===== src/rtl/fd_stencil_engine.sv =====
// fd_stencil_engine
//   One explicit heat-equation sweep over an NX x NY grid per i_start.
//   Interior cells: c + (((N+S+W+E) - 4c) >>> SHIFT), saturated to WIDTH.
//   Boundary cells are copied unchanged.
//
// Ports
//   i_clk      clock, rising edge
//   i_rst_n    asynchronous reset, active-low
//   i_start    one-cycle start pulse, only honoured in IDLE
//   o_addr_rd  source RAM read address (registered)
//   i_data     source RAM read data, combinational from o_addr_rd
//   o_we       destination RAM write enable (WR state only)
//   o_addr_wr  destination RAM write address
//   o_data     destination RAM write data
//   o_busy     sweep in progress
//   o_done     one-cycle completion pulse
//
// state  | meaning
// -------+-------------------------------------------------
// IDLE   | waiting for i_start
// RD_C   | read centre cell, decide boundary vs interior
// RD_N   | read north neighbour (idx-NX)
// RD_S   | read south neighbour (idx+NX)
// RD_W   | read west neighbour  (idx-1)
// RD_E   | read east neighbour  (idx+1), form the result
// WR     | write result, advance to next cell
// DONE   | completion pulse
module fd_stencil_engine #(
  parameter int WIDTH      = 32,
  parameter int ADDR_WIDTH = 12,
  parameter int NX         = 64,
  parameter int NY         = 64,
  parameter int SHIFT      = 2
) (
  input  logic                  i_clk,
  input  logic                  i_rst_n,
  input  logic                  i_start,
  output logic [ADDR_WIDTH-1:0] o_addr_rd,
  input  logic [WIDTH-1:0]      i_data,
  output logic                  o_we,
  output logic [ADDR_WIDTH-1:0] o_addr_wr,
  output logic [WIDTH-1:0]      o_data,
  output logic                  o_busy,
  output logic                  o_done
);

  localparam int XW = (NX > 1) ? $clog2(NX) : 1;
  localparam int YW = (NY > 1) ? $clog2(NY) : 1;
  localparam int AW = WIDTH + 4;

  localparam logic signed [AW-1:0] SAT_MAX = {5'b00000, {(WIDTH-1){1'b1}}};
  localparam logic signed [AW-1:0] SAT_MIN = {5'b11111, {(WIDTH-1){1'b0}}};

  typedef enum logic [2:0] {
    S_IDLE, S_RD_C, S_RD_N, S_RD_S, S_RD_W, S_RD_E, S_WR, S_DONE
  } state_t;

  state_t state_q, state_d;

  logic [XW-1:0]         x_q;
  logic [YW-1:0]         y_q;
  logic [ADDR_WIDTH-1:0] idx_q;
  logic [ADDR_WIDTH-1:0] addr_rd_q;
  logic [ADDR_WIDTH-1:0] addr_wr_q;
  logic [WIDTH-1:0]      data_q;
  logic signed [WIDTH-1:0] c_q;
  logic signed [AW-1:0]  sum_q;

  logic                  boundary;
  logic                  last_cell;
  logic signed [AW-1:0]  c_ext;
  logic signed [AW-1:0]  n_ext;
  logic signed [AW-1:0]  d_full;
  logic signed [AW-1:0]  r_full;
  logic [WIDTH-1:0]      r_sat;

  assign boundary  = (x_q == '0) || (x_q == XW'(NX-1)) ||
                     (y_q == '0) || (y_q == YW'(NY-1));
  assign last_cell = (x_q == XW'(NX-1)) && (y_q == YW'(NY-1));

  // Stencil arithmetic in WIDTH+4 bits: the sum of four neighbours and 4*c
  // each need two extra bits, the difference one more.
  assign c_ext  = {{4{c_q[WIDTH-1]}}, c_q};
  assign n_ext  = {{4{i_data[WIDTH-1]}}, i_data};
  assign d_full = (sum_q + n_ext) - (c_ext <<< 2);
  assign r_full = c_ext + (d_full >>> SHIFT);

  always_comb begin
    r_sat = r_full[WIDTH-1:0];
    if (r_full > SAT_MAX)      r_sat = SAT_MAX[WIDTH-1:0];
    else if (r_full < SAT_MIN) r_sat = SAT_MIN[WIDTH-1:0];
  end

  // State register
  always_ff @(posedge i_clk or negedge i_rst_n) begin
    if (!i_rst_n) state_q <= S_IDLE;
    else          state_q <= state_d;
  end

  // Next-state logic
  always_comb begin
    state_d = state_q;
    case (state_q)
      S_IDLE: if (i_start) state_d = S_RD_C;
      S_RD_C: state_d = boundary ? S_WR : S_RD_N;
      S_RD_N: state_d = S_RD_S;
      S_RD_S: state_d = S_RD_W;
      S_RD_W: state_d = S_RD_E;
      S_RD_E: state_d = S_WR;
      S_WR:   state_d = last_cell ? S_DONE : S_RD_C;
      S_DONE: state_d = S_IDLE;
      default: state_d = S_IDLE;
    endcase
  end

  // Datapath: each read address is loaded on the transition into the state
  // that uses it, so it is stable for the whole read cycle.
  always_ff @(posedge i_clk or negedge i_rst_n) begin
    if (!i_rst_n) begin
      x_q       <= '0;
      y_q       <= '0;
      idx_q     <= '0;
      addr_rd_q <= '0;
      addr_wr_q <= '0;
      data_q    <= '0;
      c_q       <= '0;
      sum_q     <= '0;
    end else begin
      case (state_q)
        S_IDLE: begin
          if (i_start) begin
            x_q       <= '0;
            y_q       <= '0;
            idx_q     <= '0;
            addr_rd_q <= '0;
          end
        end
        S_RD_C: begin
          c_q <= i_data;
          if (boundary) begin
            addr_wr_q <= idx_q;
            data_q    <= i_data;
          end else begin
            addr_rd_q <= idx_q - ADDR_WIDTH'(NX);
          end
        end
        S_RD_N: begin
          sum_q     <= n_ext;
          addr_rd_q <= idx_q + ADDR_WIDTH'(NX);
        end
        S_RD_S: begin
          sum_q     <= sum_q + n_ext;
          addr_rd_q <= idx_q - ADDR_WIDTH'(1);
        end
        S_RD_W: begin
          sum_q     <= sum_q + n_ext;
          addr_rd_q <= idx_q + ADDR_WIDTH'(1);
        end
        S_RD_E: begin
          addr_wr_q <= idx_q;
          data_q    <= r_sat;
        end
        S_WR: begin
          if (!last_cell) begin
            idx_q     <= idx_q + ADDR_WIDTH'(1);
            addr_rd_q <= idx_q + ADDR_WIDTH'(1);
            if (x_q == XW'(NX-1)) begin
              x_q <= '0;
              y_q <= y_q + YW'(1);
            end else begin
              x_q <= x_q + XW'(1);
            end
          end
        end
        default: ;
      endcase
    end
  end

  // Outputs
  always_comb begin
    o_we      = (state_q == S_WR);
    o_done    = (state_q == S_DONE);
    o_busy    = (state_q != S_IDLE) && (state_q != S_DONE);
    o_addr_rd = addr_rd_q;
    o_addr_wr = addr_wr_q;
    o_data    = data_q;
  end

endmodule


===== config.mk =====
export PLATFORM = sky130hd
export DESIGN_NAME = fd_stencil_engine
export DESIGN_NICKNAME = d
export VERILOG_FILES = /design/src/rtl/fd_stencil_engine.sv
export SDC_FILE = /design/constraint.sdc
export NUM_CORES = 1
export LEC_CHECK = 0
export ABC_AREA = 1
export BUFFER_PORTS_ARGS = -buffer_cell sky130_fd_sc_hd__buf_2
export CORE_AREA = 4 4 164 166
export CTS_CLUSTER_SIZE = 14
export DETAILED_ROUTE_END_ITERATION = 7
export DIE_AREA = 0 0 168 170
export PLACE_DENSITY = 0.72
export SLEW_MARGIN = 20
export SYNTH_ARGS = -nofsm -noshare
export SYNTH_HDL_FRONTEND = slang
export SYNTH_SLANG_ARGS = --single-unit

===== constraint.sdc =====
create_clock -name i_clk -period 15.8 [get_ports i_clk]
set_input_delay 2.37 -clock i_clk [delete_from_list [all_inputs] [get_ports i_clk]]
set_output_delay 2.37 -clock i_clk [all_outputs]
set_load 0.005 [all_outputs]

## Word level (Yosys, flattened, before mapping)

Index checks and enable logic that the tools add are counted.

| storage, ports and cells | value |
|---|---|
| register bits | 151 |
| input bits | 35 |
| logic and storage cells | 76 |

| operators by class | value |
|---|---|
| add/subtract/negate cells | 9 |
| order comparisons | 2 |
| equal/unequal tests | 15 |
| multiplexer cells | 23 |
| reduce and logical (&&, ||, !) cells | 18 |

Operators with widths:

| kind | count |
|---|---|
| $mux W32 | 3 |
| $pmux W12 S6 | 1 |
| $pmux W36 S2 | 1 |
| $pmux W32 S2 | 1 |
| $mux W12 | 4 |
| $pmux W12 S2 | 2 |
| $add A36 B32 Y36 | 1 |
| $sub A36 B34 Y36 | 1 |
| $add A32 B34 Y35 | 1 |
| $gt A35 B32 Y1 const B | 1 |
| $lt A35 B32 Y1 const B | 1 |
| $mux W6 | 5 |
| $pmux W3 S8 | 1 |
| $pmux W6 S2 | 2 |
| $add A12 B1 Y12 const B | 1 |
| $add A12 B7 Y12 const B | 1 |
| $add A6 B1 Y6 const B | 2 |
| $eq A3 B3 Y1 const B | 4 |
| $eq A6 B6 Y1 const B | 2 |
| $logic_not A6 Y1 | 2 |
| $sub A12 B1 Y12 const B | 1 |
| $sub A12 B7 Y12 const B | 1 |
| $mux W3 | 3 |
| $ne A2 B2 Y1 const B | 4 |
| other kinds (14) | 21 |

## Logic depth before layout (Yosys ltp)

| depth | value |
|---|---|
| word-level depth | 7 |
| depth in mapped cells | 42 |
| gate-level depth less buffers | 41 |

## Worst setup path after synthesis

Ideal clock, no wire load.

| timing path | value |
|---|---|
| path type | input to register |
| from | in i_data[0] |
| to | reg data_q[10], in the netlist o_data[10] |
| arrival time | 7.240 ns |
| setup slack | 8.443 ns |
| stages | 37 |
| buffers on the path | 1 |
| cells stage by stage | ha_1 -> fa_1 -> nand3_1 -> nand2_1 -> nand2_1 -> nand2_1 -> a21boi_1 -> o21ai_1 -> nand3_1 -> nand2_1 -> nand2_1 -> nand3_1 -> and2_1 -> ha_1 -> a21o_1 -> a21oi_1 -> nand2_1 -> a21oi_1 -> nand2_1 -> a21oi_1 -> o21ai_0 -> xor2_1 -> ha_1 -> a21oi_1 -> a21boi_0 -> nand2_1 -> a21oi_1 -> nand3_1 -> nand2_1 -> nand2_2 -> inv_1 -> nand2_2 -> buf_4 -> nand2_1 -> nand2_1 -> nand2_1 -> nand2_1 |

| between the ends | value |
|---|---|
| word-level cells in the longest chain between the ends | 7 |
| elaborated cells between the ends (all ways) | 8 |
| those cells by class | add/sub (3); order compare (2); mux (3) |

Ends and longest elaborated chain:

| what | line | source |
|---|---|---|
| from (decl) | 39 | `input logic [WIDTH-1:0] i_data,` |
| $add A36 B32 Y36 (*) | 85 | `assign d_full = (sum_q + n_ext) - (c_ext <<< 2);` |
| $sub A36 B34 Y36 (*) | 85 |  |
| $add A32 B34 Y35 (*) | 86 | `assign r_full = c_ext + (d_full >>> SHIFT);` |
| $lt A35 B32 Y1 | 91 | `else if (r_full < SAT_MIN) r_sat = SAT_MIN[WIDTH-1:0];` |
| $mux W32 | 91 |  |
| $mux W32 (*) | 90 | `if (r_full > SAT_MAX) r_sat = SAT_MAX[WIDTH-1:0];` |
| $pmux W32 S2 (*) | 129 | `case (state_q)` |
| to (signal assigned) | 142 | `data_q <= i_data;` |
| to (signal assigned) | 161 | `data_q <= r_sat;` |
| to (decl) | 65 | `logic [WIDTH-1:0] data_q;` |

Mark *: on every way between the ends. The rest lies on a longest branch, timed or not.
A chain may end at the register's enable or synchronous reset.

## Worst setup path in the final report

| timing path | value |
|---|---|
| from | in i_data[0] |
| to | reg data_q[4], in the netlist o_data[4] |

The elaborated chain is that of the path after synthesis.

==> results.yml <==
setup_path:
  required_ps: 16140
  worst_path_max_delay_cell: "a21oi_4"
  worstPathMaxFanout: 31
  critical_path.top_delay_family: "compound AO/OA/AOI/OAI gates"
  worst-path-buf-inv: 1
  arrival_ps: 9630
  start_kind: "primary input"
  crit_path_end_kind: "flop"
  cpMostUsedCell: "nand2_1"
  crit_type: "in -> reg"
  cp_slowest_stage_delay_ps: 830
synthesis:
  synthTopCellsByArea: "dfrtp_1, nand2_1, ha_1"
  syn_nets: 2220
  yosys.cell_count.top_type: "nand2_1"
  async_reset_ff_share_pct: 100
  syn-cell-area_um2: 13700
  synth.largest_area_cell: "dfrtp_1"
  synth_top_area_share_pct: 27.5
  synth-main-ff-cell: "dfrtp_1"
  synth_edf_count: 0
  yosysWarnings: 0
  synth_seq_cells: 151
  synth_cells: 2066
  syn_area_per_cell_um2: 6.65
  synth_common_cells: "nand2_1, inv_1, nor2_1"
  yosysSeqAreaShare_pct: 27.5
  ys_types: 49
global_routing:
  grt_antenna_before_repair: 0
  grt_overflow: 0
  grt_pass1_wl_um: 71400
  gr-usage-met1_pct: 41.1
  grt_pass1_vias: 13500
  grt_use_total_pct: 31.4
  grt_max_degree: 97
  globalRouteMet3Util_pct: 3.60
  grt.busiest_layer: "met2"
  grt_use_met2_pct: 54.1
sta:
  skew_ps: 14.9
  hold_violations: 0
  relSlewSlack_pct: 29.9
  slew_violations: 0
  rsz0062_at_grt: "no"
  worstMarginPinSlew_ps: 1050
  fin_hold_ws_ps: 474
  finalCritPeriodShare_pct: 58.8
  fin_crit_ps: 9290
  fmax_mhz: 108
  fin_tns_setup_ps: 0
  setup_viol: 0
layout:
  area_delta_synth_final_pct: 10.1
  antennaDiodeCount: 0
  final_net_count: 2296
  final_core_utilization_pct: 59.0
  drive_gt1_share_pct: 7.89
  finish.instance_area_um2: 15100
  fill_cells: 2509
floorplan:
  initial_core_util_pct: 53.6
  ios: 94
  die_w_um: 168
  die-height_um: 170
  die_area_um2: 28600
  coreArea_um2: 25600
  rows: 59
run_status:
  outcome: "completed"
flow_run:
  maxCapViolCount: 0
cts:
  cts_root_buf: "clkbuf_16"
  insertion_delay_ps: 450
  cts_tree: "built"
  hold_buffers: 0
  cts.sinks: 151
  path_clk_slew_ps: 80
  postCtsSetupBuffers: 0
  cts_made_buffers: 17
  clk_path_buf_depth: 2
  cts-resized-gates: 0
  ctsHtreeMaxLevel: 4
place:
  routabilityCongestion: 1.00
  io_buffers: 93
  hpwl_um: 35300
  place_area_um2: 14500
hold_path:
  hp-class: "reg -> reg"
route:
  drt_wl_total_um: 45500
  dr.pass1.iters: 5
  num_vias: 14100
  drt-initial-drc-count: 1039
  route.detailed.drc: 0
  avgViaCountPerCell: 5.64
  ant_nets: 0
  wl_per_cell_um: 18.3
[per-stage QoR]
| step | worst slack, ps | std cells |
|---|---|---|
| after CTS | 6700 | 2490 |
| after floorplan | 8440 | 2066 |
| after global placement | 6360 | 2458 |
| after detailed placement | 6390 | 2458 |
| after global routing | 6060 | 2490 |
| final | 6510 | 2490 |
[state kept, by name (all words and copies together), names as in the netlist]
name / cells
o_addr_wr: 12
idx_q: 12
state_q: 3
c_q: 32
o_data: 32
y_q: 6
sum_q: 36
x_q: 6
o_addr_rd: 12
[routing by layer]
| metal | up-vias | routed length [um] |
|---|---|---|
| met5 | - | 0 |
| met4 | 0 | 1530 |
| met3 | 93 | 2690 |
| met2 | 493 | 21800 |
| met1 | 6561 | 19500 |
| li1 | 6903 | - |
[cell families after synthesis]
logic type / Yosys count / share of synthesized area (%)
adders and majority gates: 119 / 11.1
xor gates and xnor gates: 100 / 6.38
DFF: 151 / 27.5
and+or+nand+nor: 1014 / 30.6
AOI/OAI and AO/OA: 395 / 16.2
buffers and inverters: 287 / 8.24
[worst reg2reg max path, delay by kind of cell (launching register included)]
kind | cells | cell delay [ps]
AOI/OAI and AO/OA | 11 | 3340
xor gates and xnor gates | 1 | 180
adders and majority gates | 4 | 1470
DFF | 1 | 390
and+or+nand+nor | 18 | 2140
[path summary, 6_finish.rpt]
check,start,to,slack [ps],depth (start not counted)
hold / removal,o_addr_rd[2]$_DFFE_PN0P_,o_addr_rd[2]$_DFFE_PN0P_,470,2
hold reg to reg,o_addr_rd[2]$_DFFE_PN0P_,o_addr_rd[2]$_DFFE_PN0P_,470,2
max in group asynchronous,i_rst_n,state_q[0]$_DFFE_PN0P_,12490,2
setup / recovery,i_data[0],o_data[4]$_DFFE_PN0P_,6510,35
setup reg to reg,sum_q[0]$_DFFE_PN0P_,o_data[4]$_DFFE_PN0P_,8180,34
min in group asynchronous,i_rst_n,o_data[12]$_DFFE_PN0P_,1980,1
[layout by cell type (no fill, tap or decap), types with 4 or more instances in the layout]
master / netlist / final
nand2_1: 632 / 632
inv_1: 239 / 239
nor2_1: 204 / 201
dfrtp_1: 151 / 151
o21ai_0: 150 / 150
a21oi_1: 136 / 136
ha_1: 115 / 115
buf_2: 10 / 92
nand3_1: 79 / 79
xor2_1: 74 / 74
nand4_1: 27 / 27
xnor2_1: 26 / 26
nor3_1: 23 / 23
a22oi_1: 22 / 22
a21o_1: 17 / 17
clkbuf_16: 0 / 17
o21bai_1: 15 / 15
o21ai_1: 9 / 9
o22ai_1: 9 / 9
a31oi_1: 8 / 8
o211ai_1: 8 / 8
nand2_2: 8 / 8
and2_1: 7 / 7
nor4_1: 6 / 6
nor3_2: 6 / 6
buf_4: 5 / 6
inv_2: 5 / 5
nand3b_1: 5 / 5
nor2_2: 3 / 5
inv_8: 0 / 5
o21a_1: 4 / 4
a221oi_1: 4 / 4
a211oi_1: 4 / 4
fa_1: 4 / 4
[cell type report]
type,count,area (um2),area share (%)
Multi-Input combinational cell,1628,8840,58.5
Clock buffer,18,439,2.91
Clock inverter,14,206,1.37
Timing Repair Buffer,99,517,3.42
Inverter,245,920,6.08
Tap cell,335,419,2.77
Sequential cell,151,3780,25.0
Power is not shown: default switching activity piles up to over one toggle a cycle in this logic, so the estimate is an artifact.
